==> config.mk <==
export PLATFORM = sky130hd
export DESIGN_NAME = sync_fifo_flat
export DESIGN_NICKNAME = d
export VERILOG_FILES = /design/src/rtl/sync_fifo_pkg.sv /design/src/rtl/sync_fifo_if.sv /design/src/rtl/sync_fifo_mem.sv /design/src/rtl/sync_fifo.sv /design/src/flat_wrapper.sv
export SDC_FILE = /design/constraint.sdc
export NUM_CORES = 2
export LEC_CHECK = 0
export BUFFER_PORTS_ARGS = -buffer_cell sky130_fd_sc_hd__buf_4
export CAP_MARGIN = 20
export CORE_ASPECT_RATIO = 0.7
export CORE_MARGIN = 2
export CORE_UTILIZATION = 60
export CTS_BUF_LIST = sky130_fd_sc_hd__clkbuf_4 sky130_fd_sc_hd__clkbuf_8
export DETAILED_ROUTE_END_ITERATION = 8
export GPL_ROUTABILITY_DRIVEN = 0
export PLACE_DENSITY_LB_ADDON = 0.3
export SLEW_MARGIN = 20
export SYNTH_ARGS = -nofsm -noshare
export SYNTH_HDL_FRONTEND = slang
export SYNTH_SLANG_ARGS = --single-unit
==> constraint.sdc <==
create_clock -name clk_in -period 7.5 [get_ports clk_in]
set_input_delay 0.75 -clock clk_in [delete_from_list [all_inputs] [get_ports clk_in]]
set_output_delay 0.75 -clock clk_in [all_outputs]
set_load 0.02 [all_outputs]
==> src/rtl/sync_fifo_pkg.sv <==
// Shared defaults for the sync_fifo block.
package sync_fifo_pkg;
    localparam int WIDTH_DEFAULT = 32;
    localparam int DEPTH_DEFAULT = 7;
endpackage

==> src/rtl/sync_fifo_if.sv <==
// Producer/consumer handshake bundle for sync_fifo.
interface sync_fifo_if
    import sync_fifo_pkg::*;
#(
    parameter int WIDTH = WIDTH_DEFAULT
);
    logic [WIDTH-1:0] data_in;
    logic             insert;
    logic             remove;
    logic             flush;
    logic [WIDTH-1:0] data_out;
    logic             full;
    logic             empty;

    modport master (
        output data_in, insert, remove, flush,
        input  data_out, full, empty
    );

    modport slave (
        input  data_in, insert, remove, flush,
        output data_out, full, empty
    );
endinterface

==> src/rtl/sync_fifo_mem.sv <==
// Simple dual-port array: synchronous write, registered read that holds
// its value when no read is requested.
module sync_fifo_mem
    import sync_fifo_pkg::*;
#(
    parameter int WIDTH = WIDTH_DEFAULT,
    parameter int DEPTH = DEPTH_DEFAULT
) (
    input  logic             clk_in,
    input  logic             reset,
    input  logic             we,
    input  logic [DEPTH-1:0] waddr,
    input  logic [WIDTH-1:0] wdata,
    input  logic             re,
    input  logic [DEPTH-1:0] raddr,
    output logic [WIDTH-1:0] rdata
);
    logic [WIDTH-1:0] mem [2**DEPTH];

    // Array contents are deliberately left out of reset.
    always_ff @(posedge clk_in) begin
        if (we) mem[waddr] <= wdata;
    end

    always_ff @(posedge clk_in or posedge reset) begin
        if (reset)   rdata <= '0;
        else if (re) rdata <= mem[raddr];
    end
endmodule

==> src/rtl/sync_fifo.sv <==
// Single-clock FIFO: pointer/count control with flush; storage in sync_fifo_mem.
module sync_fifo
    import sync_fifo_pkg::*;
#(
    parameter int WIDTH = WIDTH_DEFAULT,
    parameter int DEPTH = DEPTH_DEFAULT
) (
    input  logic       clk_in,
    input  logic       reset,
    sync_fifo_if.slave bus
);
    localparam logic [DEPTH:0] CAP = {1'b1, {DEPTH{1'b0}}};

    logic [DEPTH-1:0] wptr, rptr;
    logic [DEPTH:0]   count;
    logic             do_wr, do_rd;

    // Flags come straight from the registered count, never from the strobes.
    assign bus.full  = (count == CAP);
    assign bus.empty = (count == '0);

    assign do_wr = bus.insert & ~bus.full  & ~bus.flush;
    assign do_rd = bus.remove & ~bus.empty & ~bus.flush;

    always_ff @(posedge clk_in or posedge reset) begin
        if (reset) begin
            wptr  <= '0;
            rptr  <= '0;
            count <= '0;
        end else if (bus.flush) begin
            wptr  <= '0;
            rptr  <= '0;
            count <= '0;
        end else begin
            if (do_wr) wptr <= wptr + 1'b1;
            if (do_rd) rptr <= rptr + 1'b1;
            case ({do_wr, do_rd})
                2'b10:   count <= count + 1'b1;
                2'b01:   count <= count - 1'b1;
                default: count <= count;
            endcase
        end
    end

    sync_fifo_mem #(.WIDTH(WIDTH), .DEPTH(DEPTH)) u_mem (
        .clk_in (clk_in),
        .reset  (reset),
        .we     (do_wr),
        .waddr  (wptr),
        .wdata  (bus.data_in),
        .re     (do_rd),
        .raddr  (rptr),
        .rdata  (bus.data_out)
    );
endmodule

==> src/flat_wrapper.sv <==
// flat-port wrapper written by rule: the top's interface ports become plain ports
module sync_fifo_flat import sync_fifo_pkg::*;
#(
    parameter int WIDTH = WIDTH_DEFAULT,
    parameter int DEPTH = DEPTH_DEFAULT
)
  (clk_in, reset, bus_data_in, bus_insert, bus_remove, bus_flush, bus_data_out, bus_full, bus_empty);
  sync_fifo_if #(.WIDTH(WIDTH)) bus_i ();
  input  logic clk_in;
  input  logic reset;
  input wire logic [$bits(bus_i.data_in)-1:0] bus_data_in;
  input wire logic [$bits(bus_i.insert)-1:0] bus_insert;
  input wire logic [$bits(bus_i.remove)-1:0] bus_remove;
  input wire logic [$bits(bus_i.flush)-1:0] bus_flush;
  output wire logic [$bits(bus_i.data_out)-1:0] bus_data_out;
  output wire logic [$bits(bus_i.full)-1:0] bus_full;
  output wire logic [$bits(bus_i.empty)-1:0] bus_empty;
  assign bus_i.data_in = bus_data_in;
  assign bus_i.insert = bus_insert;
  assign bus_i.remove = bus_remove;
  assign bus_i.flush = bus_flush;
  assign bus_data_out = bus_i.data_out;
  assign bus_full = bus_i.full;
  assign bus_empty = bus_i.empty;
  sync_fifo #(.WIDTH(WIDTH), .DEPTH(DEPTH)) u_core (.clk_in(clk_in), .reset(reset), .bus(bus_i));
endmodule
==> metrics.yaml <==
clock_path_buffers: 4
htree_levels: 6
drv_slew: 0
finalSetupViolCount: 0
rsz0062_at_grt: "false"
grt_start_max_net_pins: 122
cts_buffers: 595
cts_num_sinks: 4150
ys_types: 50
finalCriticalPeriod_ps: 5200
grt_pass1_wl_mm: 608
core.rowCount: 158
ys_async_sr_fraction_pct: 1.30
fin_nets: 8158
nFillCells: 16346
regArea_mm2: 0.124
first_global_vias: 80513
synth_edf_count: 4096
endpoint_kind: "flop"
grtUsageTotal_pct: 32.6
syn_nets: 7672
dr.first_iter.drc_count: 14445
worstPathRequired_ps: 8390
hold_path_class: "input pin to flop"
crit_path_max_fanout: 40
hpwl_mm: 240
drive_gt1_share_pct: 25.2
max_freq_mhz: 192
hold_viol_final: 0
die_area_mm2: 0.269
grt-ovfl-total: 0
syn_inst: 7626
synthTopCellsByCount: "edfxtp_1 (4096), mux2i_1 (725), mux4_2 (670), a22oi_1 (405), a21oi_1 (248)"
core_area_mm2: 0.264
p_leak_nw: 53.7
avgSynthCellArea_um2: 20.8
ys_seq_area_share_pct: 78.3
wirelength_mm: 437
wl_per_cell_um: 36.1
tns_ps: 0
yosys.area.top_type_share_pct: 77.4
antenna_left: 0
relSlewSlack_pct: 18.1
antenna_found_initial: 22
crit_type: "flop to flop"
syn-cell-area_mm2: 0.159
drc_errors: 0
clk_latency_ps: 1070
path_clk_slew_ps: 60
synth_top_area_cell: "edfxtp_1"
power.density_mw_per_mm2: 295
vias_per_cell: 6.90
syn_to_final_growth_pct: 11.0
ys_warn_count: 0
worst_pin_slew_ps: 1230
multi_input_area_mm2: 0.0334
post-synth-top-count-cell: "edfxtp_1"
die_x_um: 619
status: "finished clean"
ir_worst_vdd_uv: 216
power.total_w: 0.0520
io_buffer_count: 70
synth_seq_cells: 4150
cts_setup_buffers: 0
cts_tree: "yes"
root_buffer: "clkbuf_8"
maxCapViolations: 0
start_kind: "flop"
ios: 71
initial_core_util_pct: 60.2
synth_ff_type: "edfxtp_1"
cp.arrival_ps: 6090
finClkSkew_ps: 53.2
period_share_pct: 69.3
synth_area_leaders: "edfxtp_1 (77%), mux4_2 (9.5%), mux2i_1 (4.6%), a22oi_1 (1.9%), dfrtp_1 (0.85%)"
vias: 83478
first_pass_iters: 7
die_h_um: 435
## cell type report
class | count | share of cell area (%)
Sequential cell | 4150 | 70.5
Inverter | 7 | 0.0149
Tap cell | 3520 | 2.50
Antenna cell | 20 | 0.0284
Clock inverter | 183 | 0.611
Multi-Input combinational cell | 3022 | 18.9
Timing Repair Buffer | 336 | 1.61
Clock buffer | 855 | 5.84
## cell usage in the layout (no fill, tap or decap), drive strengths merged, types with 32 or more instances in the layout
master,n
clkinv,142
clkbuf,856
nand2,204
mux2,49
a21oi,248
a22oi,405
a221oi,45
a31oi,35
edfxtp,4096
nand4,35
buf,333
mux2i,725
nor2,152
o32ai,32
nand3,238
dfrtp,54
mux4,670
## routing by layer
| layer | vias up | global-route usage, % | part of all wire [%] |
|---|---|---|---|
| li1 | 32800 | - | - |
| met1 | 43257 | 48.0 | 37 |
| met2 | 6687 | 45.0 | 43 |
| met3 | 722 | 13.2 | 17 |
| met4 | 12 | 10.0 | 3.0 |
| met5 | - | 0 | 0.016 |
## critical path: stages (launching register included)
cell and delay [ps]:
dfrtp_4 920, buf_4 720, nor2b_4 510, buf_4 690, a22oi_1 230, nand3_1 250, nand3_1 450, o32ai_1 1050
a21oi_1 90
## flip-flops by register name, summed over array words and instances (netlist names)
signal	count
u_core.u_mem.mem	4096
u_core.wptr	7
u_core.count	8
u_core.rptr	7
u_core.u_mem.rdata	32
## path summary, 6_finish.rpt
kind                                  from                      to  slack, ps  depth (start not counted)
min in group asynchronous            reset  u_core.u_mem.rdata[24]        400                          3
setup reg to reg            u_core.rptr[2]   u_core.u_mem.rdata[9]       2300                          8
setup / recovery            u_core.rptr[2]   u_core.u_mem.rdata[9]       2300                          8
hold / removal                   bus_flush         u_core.count[0]        110                          2
max in group asynchronous            reset          u_core.rptr[1]       5630                          4
hold reg to reg            u_core.count[2]         u_core.count[2]        550                          2
## kinds of logic (layout without fill, tap and decap cells)
family                   count (synthesis)  in the layout  share of synthesized area, %
XOR/XNOR                                16             16                        0.0882
buffers and inverters                  454           1381                          1.48
multiplexers                          1444           1444                          14.4
AND/OR/NAND/NOR                        709            709                          2.06
adder cells (fa/ha/maj)                  9              9                        0.0756
flip-flops                            4150           4150                          78.3
other                                    0             20                             0
AO/OA/AOI/OAI                          844            844                          3.64
## timing repair
| action | in CTS | in global routing |
|---|---|---|
| hold endpoints to repair | 14 | 0 |
| gates resized for setup | 0 | 0 |
| hold buffers | 2 | 0 |
## through the flow
stage	util [%]	area [um2]	worst slack, ps	cells	hold WS, ps
after floorplan	-	159000	3780	7626	491
after global placement	62.4	165000	1990	11023	517
after detailed placement	62.4	165000	2470	11029	538
after CTS	66.7	176000	2410	12069	42.8
after global routing	66.8	176000	2220	12074	114
final	66.8	176000	2300	12093	106
## where the power goes
part / switching, W / internal, W
logic: 0.00492 / 0.00358
clock network: 0.00836 / 0.00909
registers: 0.000450 / 0.0256
Power figures use the tool's default switching activity.
